File: src/rtl/spi_cmd_rx.sv
// SPI command receiver: synchronizes a mode-0 SPI slave port into the clk domain,
// collects a 19-bit {sel, a, b} frame and presents it to the ALU stage.
module spi_cmd_rx #(
   parameter int SYNC_STAGES = 2,
   parameter int FRAME_BITS  = 19
) (
   input  logic              clk,
   input  logic              rst_n,
   input  logic              sclk,
   input  logic              cs_n,
   input  logic              mosi,
   output logic signed [7:0] a,
   output logic signed [7:0] b,
   output logic [2:0]        sel,
   output logic              aluop_st,
   output logic              cmd_valid,
   output logic              frame_err
);

   localparam logic [4:0] CNT_FRAME = 5'(FRAME_BITS);
   localparam logic [4:0] CNT_SAT   = 5'(FRAME_BITS + 1);

   typedef enum logic [1:0] {
      ST_IDLE   = 2'd0,
      ST_SHIFT  = 2'd1,
      ST_COMMIT = 2'd2,
      ST_ERROR  = 2'd3
   } state_t;

   logic [SYNC_STAGES-1:0] sclk_sync_q;
   logic [SYNC_STAGES-1:0] cs_sync_q;
   logic [SYNC_STAGES-1:0] mosi_sync_q;
   logic [SYNC_STAGES:0]   settle_q;
   logic                   sclk_prev_q;
   logic                   cs_prev_q;
   logic                   armed_q;
   logic                   armed_d;

   logic                   sclk_cur_s;
   logic                   cs_cur_s;
   logic                   mosi_cur_s;
   logic                   sclk_rise_s;
   logic                   cs_fall_s;
   logic                   cs_rise_s;

   state_t                 state_q;
   state_t                 state_d;
   logic [FRAME_BITS-1:0]  sr_q;
   logic [FRAME_BITS-1:0]  sr_d;
   logic [4:0]             cnt_q;
   logic [4:0]             cnt_d;
   logic [4:0]             cnt_inc_s;
   logic [4:0]             cnt_next_s;

   logic signed [7:0]      a_q;
   logic signed [7:0]      a_d;
   logic signed [7:0]      b_q;
   logic signed [7:0]      b_d;
   logic [2:0]             sel_q;
   logic [2:0]             sel_d;
   logic                   aluop_q;
   logic                   aluop_d;
   logic                   cmd_valid_q;
   logic                   cmd_valid_d;
   logic                   frame_err_q;
   logic                   frame_err_d;

   // Synchronizer chains and the extra registered copy used for edge detection.
   always_ff @(posedge clk or negedge rst_n) begin
      if (!rst_n) begin
         sclk_sync_q <= '0;
         cs_sync_q   <= '1;
         mosi_sync_q <= '0;
         settle_q    <= '0;
         sclk_prev_q <= 1'b0;
         cs_prev_q   <= 1'b1;
         armed_q     <= 1'b0;
      end else begin
         sclk_sync_q <= {sclk_sync_q[SYNC_STAGES-2:0], sclk};
         cs_sync_q   <= {cs_sync_q[SYNC_STAGES-2:0], cs_n};
         mosi_sync_q <= {mosi_sync_q[SYNC_STAGES-2:0], mosi};
         settle_q    <= {settle_q[SYNC_STAGES-1:0], 1'b1};
         sclk_prev_q <= sclk_cur_s;
         cs_prev_q   <= cs_cur_s;
         armed_q     <= armed_d;
      end
   end

   assign sclk_cur_s = sclk_sync_q[SYNC_STAGES-1];
   assign cs_cur_s   = cs_sync_q[SYNC_STAGES-1];
   assign mosi_cur_s = mosi_sync_q[SYNC_STAGES-1];

   // A frame may only start after a genuine cs_n high has been seen since reset,
   // so a chip select already low at reset release is never taken as a start.
   always_comb begin
      armed_d = armed_q;
      if (settle_q[SYNC_STAGES] && cs_cur_s) begin
         armed_d = 1'b1;
      end else begin
         armed_d = armed_q;
      end
   end

   assign sclk_rise_s = sclk_cur_s & ~sclk_prev_q;
   assign cs_fall_s   = armed_q & cs_prev_q & ~cs_cur_s;
   assign cs_rise_s   = cs_cur_s & ~cs_prev_q;

   // Bit count including a bit arriving this cycle, so a coincident cs_n rise sees it.
   assign cnt_inc_s  = (cnt_q == CNT_SAT) ? CNT_SAT : (cnt_q + 5'd1);
   assign cnt_next_s = sclk_rise_s ? cnt_inc_s : cnt_q;

   // FSM state register.
   always_ff @(posedge clk or negedge rst_n) begin
      if (!rst_n) begin
         state_q <= ST_IDLE;
      end else begin
         state_q <= state_d;
      end
   end

   // FSM next-state logic.
   always_comb begin
      state_d = state_q;
      case (state_q)
         ST_IDLE: begin
            if (cs_fall_s) begin
               state_d = ST_SHIFT;
            end else begin
               state_d = ST_IDLE;
            end
         end
         ST_SHIFT: begin
            if (cs_rise_s) begin
               if (cnt_next_s == CNT_FRAME) begin
                  state_d = ST_COMMIT;
               end else begin
                  state_d = ST_ERROR;
               end
            end else begin
               state_d = ST_SHIFT;
            end
         end
         ST_COMMIT: state_d = ST_IDLE;
         ST_ERROR:  state_d = ST_IDLE;
         default:   state_d = ST_IDLE;
      endcase
   end

   // Shift register and bit counter next-state.
   always_comb begin
      sr_d  = sr_q;
      cnt_d = cnt_q;
      case (state_q)
         ST_IDLE: begin
            if (cs_fall_s) begin
               sr_d  = '0;
               cnt_d = 5'd0;
            end else begin
               sr_d  = sr_q;
               cnt_d = cnt_q;
            end
         end
         ST_SHIFT: begin
            if (sclk_rise_s) begin
               sr_d  = {sr_q[FRAME_BITS-2:0], mosi_cur_s};
               cnt_d = cnt_inc_s;
            end else begin
               sr_d  = sr_q;
               cnt_d = cnt_q;
            end
         end
         default: begin
            sr_d  = sr_q;
            cnt_d = cnt_q;
         end
      endcase
   end

   // Shift register and bit counter storage.
   always_ff @(posedge clk or negedge rst_n) begin
      if (!rst_n) begin
         sr_q  <= '0;
         cnt_q <= 5'd0;
      end else begin
         sr_q  <= sr_d;
         cnt_q <= cnt_d;
      end
   end

   // FSM output logic feeding the registered outputs.
   always_comb begin
      a_d         = a_q;
      b_d         = b_q;
      sel_d       = sel_q;
      aluop_d     = aluop_q;
      cmd_valid_d = 1'b0;
      frame_err_d = 1'b0;
      case (state_q)
         ST_IDLE: begin
            if (cs_fall_s) begin
               aluop_d = 1'b0;
            end else begin
               aluop_d = aluop_q;
            end
         end
         ST_COMMIT: begin
            sel_d       = sr_q[FRAME_BITS-1 -: 3];
            a_d         = sr_q[15:8];
            b_d         = sr_q[7:0];
            aluop_d     = 1'b1;
            cmd_valid_d = 1'b1;
         end
         ST_ERROR: begin
            frame_err_d = 1'b1;
         end
         default: begin
            aluop_d = aluop_q;
         end
      endcase
   end

   // Output registers.
   always_ff @(posedge clk or negedge rst_n) begin
      if (!rst_n) begin
         a_q         <= 8'sd0;
         b_q         <= 8'sd0;
         sel_q       <= 3'd0;
         aluop_q     <= 1'b0;
         cmd_valid_q <= 1'b0;
         frame_err_q <= 1'b0;
      end else begin
         a_q         <= a_d;
         b_q         <= b_d;
         sel_q       <= sel_d;
         aluop_q     <= aluop_d;
         cmd_valid_q <= cmd_valid_d;
         frame_err_q <= frame_err_d;
      end
   end

   assign a         = a_q;
   assign b         = b_q;
   assign sel       = sel_q;
   assign aluop_st  = aluop_q;
   assign cmd_valid = cmd_valid_q;
   assign frame_err = frame_err_q;

endmodule

File: config.mk
export PLATFORM = sky130hd
export DESIGN_NAME = spi_cmd_rx
export DESIGN_NICKNAME = d
export VERILOG_FILES = /design/src/rtl/spi_cmd_rx.sv
export SDC_FILE = /design/constraint.sdc
export NUM_CORES = 1
export LEC_CHECK = 0
export ABC_AREA = 1
export BUFFER_PORTS_ARGS = -buffer_cell sky130_fd_sc_hd__buf_2
export CORE_UTILIZATION = 40
export CTS_CLUSTER_DIAMETER = 150
export CTS_CLUSTER_SIZE = 8
export DETAILED_ROUTE_END_ITERATION = 12
export MAX_ROUTING_LAYER = met4
export PLACE_DENSITY = 0.69
export RECOVER_POWER = 100
export SETUP_SLACK_MARGIN = 0.2
export SYNTH_ARGS = -nofsm -noshare
export SYNTH_HDL_FRONTEND = slang
export SYNTH_SLANG_ARGS = --single-unit
export TNS_END_PERCENT = 10
File: constraint.sdc
create_clock -name clk -period 1.6 [get_ports clk]
set_input_delay 0.32 -clock clk [delete_from_list [all_inputs] [get_ports clk]]
set_output_delay 0.32 -clock clk [all_outputs]
set_load 0.01 [all_outputs]
# Word-level counts from Yosys, hierarchy flattened
# Cells that the tools add are included.
# word_totals
regBits	60
ramBits	0
memories	0
latchBits	0
in_bits	5
out_inout_bits	22
mem_bits_ro	0
# op_classes
bitwise_logic	7
magnitude_cmp	0
mul	0
mux	15
n_reduce_logical	8
n_shift	0
div_mod_pow	0
addsub	1
n_eq_ne	7
# op_table
op	count
2-to-1 mux 19 bit	2
case mux 19 bit (2 select lines)	1
2-to-1 mux 5 bit	3
equality test 5 bit, second input constant	2
case mux 5 bit (2 select lines)	1
case mux 2 bit (3 select lines)	1
adder 5 x 1 -> 5 bit, second input constant	1
2-to-1 mux 1 bit	5
bitwise AND 1 bit	4
equality test 2 bit, second input constant	2
inequality test 2 bit, second input constant	2
AND reduction 2 bit	2
nonzero test 2 bit	2
NOT 1 bit	3
AND reduction 3 bit	1
equality test 2 x 1 -> 1 bit, second input constant	1
zero test 2 bit	1
2-to-1 mux 2 bit	1
case mux 1 bit (2 select lines)	1
OR reduction 2 bit	1
logical AND 1 bit	1

# Depth between registers and ports, before layout
# depth
ltp_word	7
depth_mapped	10
depth_no_buf	10

# Worst setup path after synthesis
# Ideal clock, no wire load.
# synth_timing
kind	flip-flop to flip-flop
startpoint	register cnt_q[1]
endpoint	register state_q[0]
path_slack_ns	0.381
n_path_buf	0
required_time_ns	1.487
period_less_slack_ns	1.219
arrival_ns	1.105
stages_incl_launch_ff	10
path_cell_list	dfrtp_1 -> inv_1 -> ha_1 -> nand3_1 -> nand2_1 -> nand3_1 -> nor2_1 -> nand3_1 -> nand2_1 -> inv_1
# synth_between
elab_chain_len	7
elab_cells_between_ends	8
# synth_rtl
item	line_no	rtl
from (decl)	50	logic [4:0] cnt_q;
from (signal assigned)	186	cnt_q <= cnt_d;
adder 5 x 1 -> 5 bit / equality test 5 bit (equally long branches)	109	assign cnt_inc_s = (cnt_q == CNT_SAT) ? CNT_SAT : (cnt_q + 5'd1);
2-to-1 mux 5 bit	109	
2-to-1 mux 5 bit *	-	
equality test 5 bit *	134	if (cnt_next_s == CNT_FRAME) begin
2-to-1 mux 1 bit *	134	
2-to-1 mux 2 bit *	133	if (cs_rise_s) begin
case mux 2 bit (3 select lines) *	124	case (state_q)
net state_d[0]	47	state_t state_d;
to (signal assigned)	117	state_q <= state_d;
to (decl)	46	state_t state_q;
# Mark *: on every way through the listed nets, which the timed path passes. The rest lies on a longest branch.
# A chain may end at the register's enable or synchronous reset.

# Worst setup path in the final report
# layout_timing
startpoint	register state_q[1]
endpoint	register sr_q[8]
# layout_between
elab_chain_len	3
elab_cells_between_ends	7
# layout_rtl
item	line_no	rtl
equality test 2 x 1 -> 1 bit / zero test 2 bit (equally long branches)	153	case (state_q)
inequality test 2 bit (no source line) / nonzero test 2 bit (equally long branches)	-	
AND reduction 3 bit (no source line)	-	
to (signal assigned)	185	sr_q <= sr_d;
to (decl)	48	logic [FRAME_BITS-1:0] sr_q;
# Parallel ways exist; a longest one is shown, timed or not.

==> reports/metrics.csv <==
metric,value,unit
CP Capture Type,flip-flop,
Mapped Cells,214,
power density over the cells,1470,nW/um2
largest family of logic cells by synthesized area,simple AND/OR/NAND/NOR gates,
count of pins over their slew limit,0,
RR Startpoint,state_q[1]$_DFF_PN0_,
register area,1510,um2
largest cells by area after synthesis,"dfrtp_1 63%, nand2_1 6.8%, o22ai_1 5.2%",
Inserted Clock Buffers,9,
Multi-input gate area,598,um2
Util after Layout,0.482,
Critical Path RT,1.79,ns
drt first pass iters,4,
Reg2Reg Setup Slack,0.18,ns
GP Congestion,0.835,
synthesis-to-finish area growth,16.7,%
Final #Nets,255,
count of final setup violators,0,
Starting Density,0.413,
Worst slew margin,0.494,
largest net degree at the start of global routing,61,
IO Port Bufs,26,
Clock Pin Slew Worst Setup and Hold Paths,0.06,ns
# Max-Cap Violations,0,
register area share after synthesis,0.662,
Synth Area in Simple Gates,0.133,
pin slew with the least headroom to its limit,0.759,ns
Die Y,77.4,um
most frequent cells in the layout,"57 x dfrtp_1, 40 x nand2_1, 30 x inv_1",
mapped cell area,2270,um2
Worst VDD drop,0.000629,V
CP startpoint kind,flip-flop,
worst hold path type,in2reg,
root buf cell,clkbuf_8,
#FFs+latches synth,60,
WHS Endpoint,cs_sync_q[0]$_DFF_PN1_,
full die area,5990,um2
final worst slack,0.184,ns
RR Endpoint,sr_q[8]$_DFFE_PN0P_,
post-synthesis mux area share,0,
adder-cell share of the synthesized area,0.0110,
routed length per instance,11.5,um
FF-to-FF path depth,4,
static leakage,1.23,nW
Final Hold Fails,0,
via/cell ratio,4.52,
"Avg Cell Area, Syn",10.6,um2
"EDFF count, synth",0,
clock period minus worst slack,1.42,ns
ys async rst share,1.00,
clock tree sinks,60,
Critical-path top delay cell,dfrtp_1,
"Buf+Inv Stages, Crit Path",0,
post-synth cell types,21,
outcome,completed,
worst skew pair latency,0.33,ns
gr usage total,0.144,
postcts setup bufs,0,
initial antenna violation count,0,
clock skew,0.00600,ns
Compound-Gate Fraction of Synth Area,0.107,
CP cell instances,nor2_4 > nand2_4 > nand2_2 > o22ai_1,
width of the chip,77.4,um
critical path's top delay family,simple AND/OR/NAND/NOR gates,
num rows,27,
Ys Warns,0,
depth of the CTS H-tree,3,
Achievable Freq,706,MHz
vias,1465,
1st-iter DRT viols,160,
fill count,507,
fin crit share,0.885,
Hold Crit Depth,1,
Fin Setup TNS,0,ns
HPWL after DPL,2.39,mm
CTS tree,yes,
Overflow after GRT,0,
Post-Layout Cell Count,324,
Crit Path Max Fanout,19,
DRC violation count after routing,0,
vias in the first global route,1423,
share of cells above drive strength 1,0.139,
dpl cells,308,
largest area contributor in the netlist,dfrtp_1,
"commonest non-fill, non-tap cell in the layout",dfrtp_1,
worst hold start,cs_n,
core box area,5510,um2
xor and xnor area share after synthesis,0,
Bufs on Longest Clock Path,2,
top_reg_cell synth,dfrtp_1,
Crit Path Class,reg2reg,
io pins,27,
"worst slack, placed",0.280,ns
antenna cells,0,
Worst EP arrival,1.60,ns
share of the synthesized area in the top cell type,0.627,
Final Routed Wirelength,3.72,mm
first-pass GRT wire length,6.38,mm
hold slack,0.0963,ns
Synthesized Nets,221,
Post-DRT Antenna Nets,0,
CP max stage delay,0.43,ns
unrepaired setup endpoints after global routing,no,
[worst max-delay path by stage]
stage	from	to	depth (start not counted)
after floorplan	cnt_q[1]$_DFFE_PN0P_	state_q[0]$_DFF_PN0_	9
after global placement	cnt_q[1]$_DFFE_PN0P_	state_q[0]$_DFF_PN0_	9
after detailed placement	sclk_prev_q$_DFF_PN0_	state_q[0]$_DFF_PN0_	8
after CTS	sclk_prev_q$_DFF_PN0_	state_q[0]$_DFF_PN0_	8
after global routing	sclk_sync_q[1]$_DFF_PN0_	sr_q[4]$_DFFE_PN0P_	5
final	state_q[1]$_DFF_PN0_	sr_q[8]$_DFFE_PN0P_	4
[cells in the mapped netlist (3+ instances only)]
master    n
buf_6     3
dfrtp_1  57
dfstp_2   3
inv_1    31
inv_2     4
nand2_1  41
nand3_1  12
nor2_1    4
o21ai_0  15
o21ai_1  10
o22ai_1  19
[state kept, by name (all words and copies together) (netlist names)]
register,count
sclk_sync_q,2
cs_prev_q,1
b,8
frame_err,1
a,8
mosi_sync_q,2
sr_q,19
sclk_prev_q,1
cs_sync_q,2
cnt_q,5
aluop_st,1
cmd_valid,1
sel,3
settle_q,3
armed_q,1
state_q,2
[cell type report]
cell class,count,area share
Inverter,35,0.0495
Multi-Input combinational cell,113,0.225
Tap cell,72,0.0339
Sequential cell,60,0.567
Timing Repair Buffer,29,0.0481
Clock inverter,1,0.0113
Clock buffer,14,0.0650
[through the flow]
stage | area, um2 | total power [mW]
floorplan | 2270 | 2.36
global placement | 2470 | 2.53
detailed placement | 2470 | 2.54
CTS | 2690 | 3.92
global route | 2660 | 4.13
finish | 2660 | 3.89
[kinds of logic after synthesis]
group	Yosys count
and+or+nand+nor	66
DFF	60
AOI/OAI and AO/OA	44
buffers and inverters	41
adders and majority gates	2
other	1
[worst reg2reg max path: stages (launching register included)]
cell	delay, ns
dfrtp_1	0.43
nor2_4	0.23
nand2_4	0.18
nand2_2	0.32
o22ai_1	0.13
[routing by layer]
layer | GRT usage | routed length, um | up-vias
li1 | - | - | 756
met1 | 0.187 | 1870 | 680
met2 | 0.201 | 1650 | 27
met3 | 0.0353 | 166 | 2
met4 | 0.0962 | 36 | 0
met5 | - | 0 | -
[what timing repair did]
action | 4_1_cts | 5_1_grt
hold buffers | 1 | 0
resized for setup | 0 | 7
endpoints found under the setup margin | 0 | 1
hold endpoints to repair | 34 | 0
[report_power, final]
group	internal, mW	switching, mW
sequential	1.71	0.106
clock	0.840	0.524
combinational	0.233	0.483
total	2.78	1.11
No activity file was read; power rests on OpenSTA's default activity.
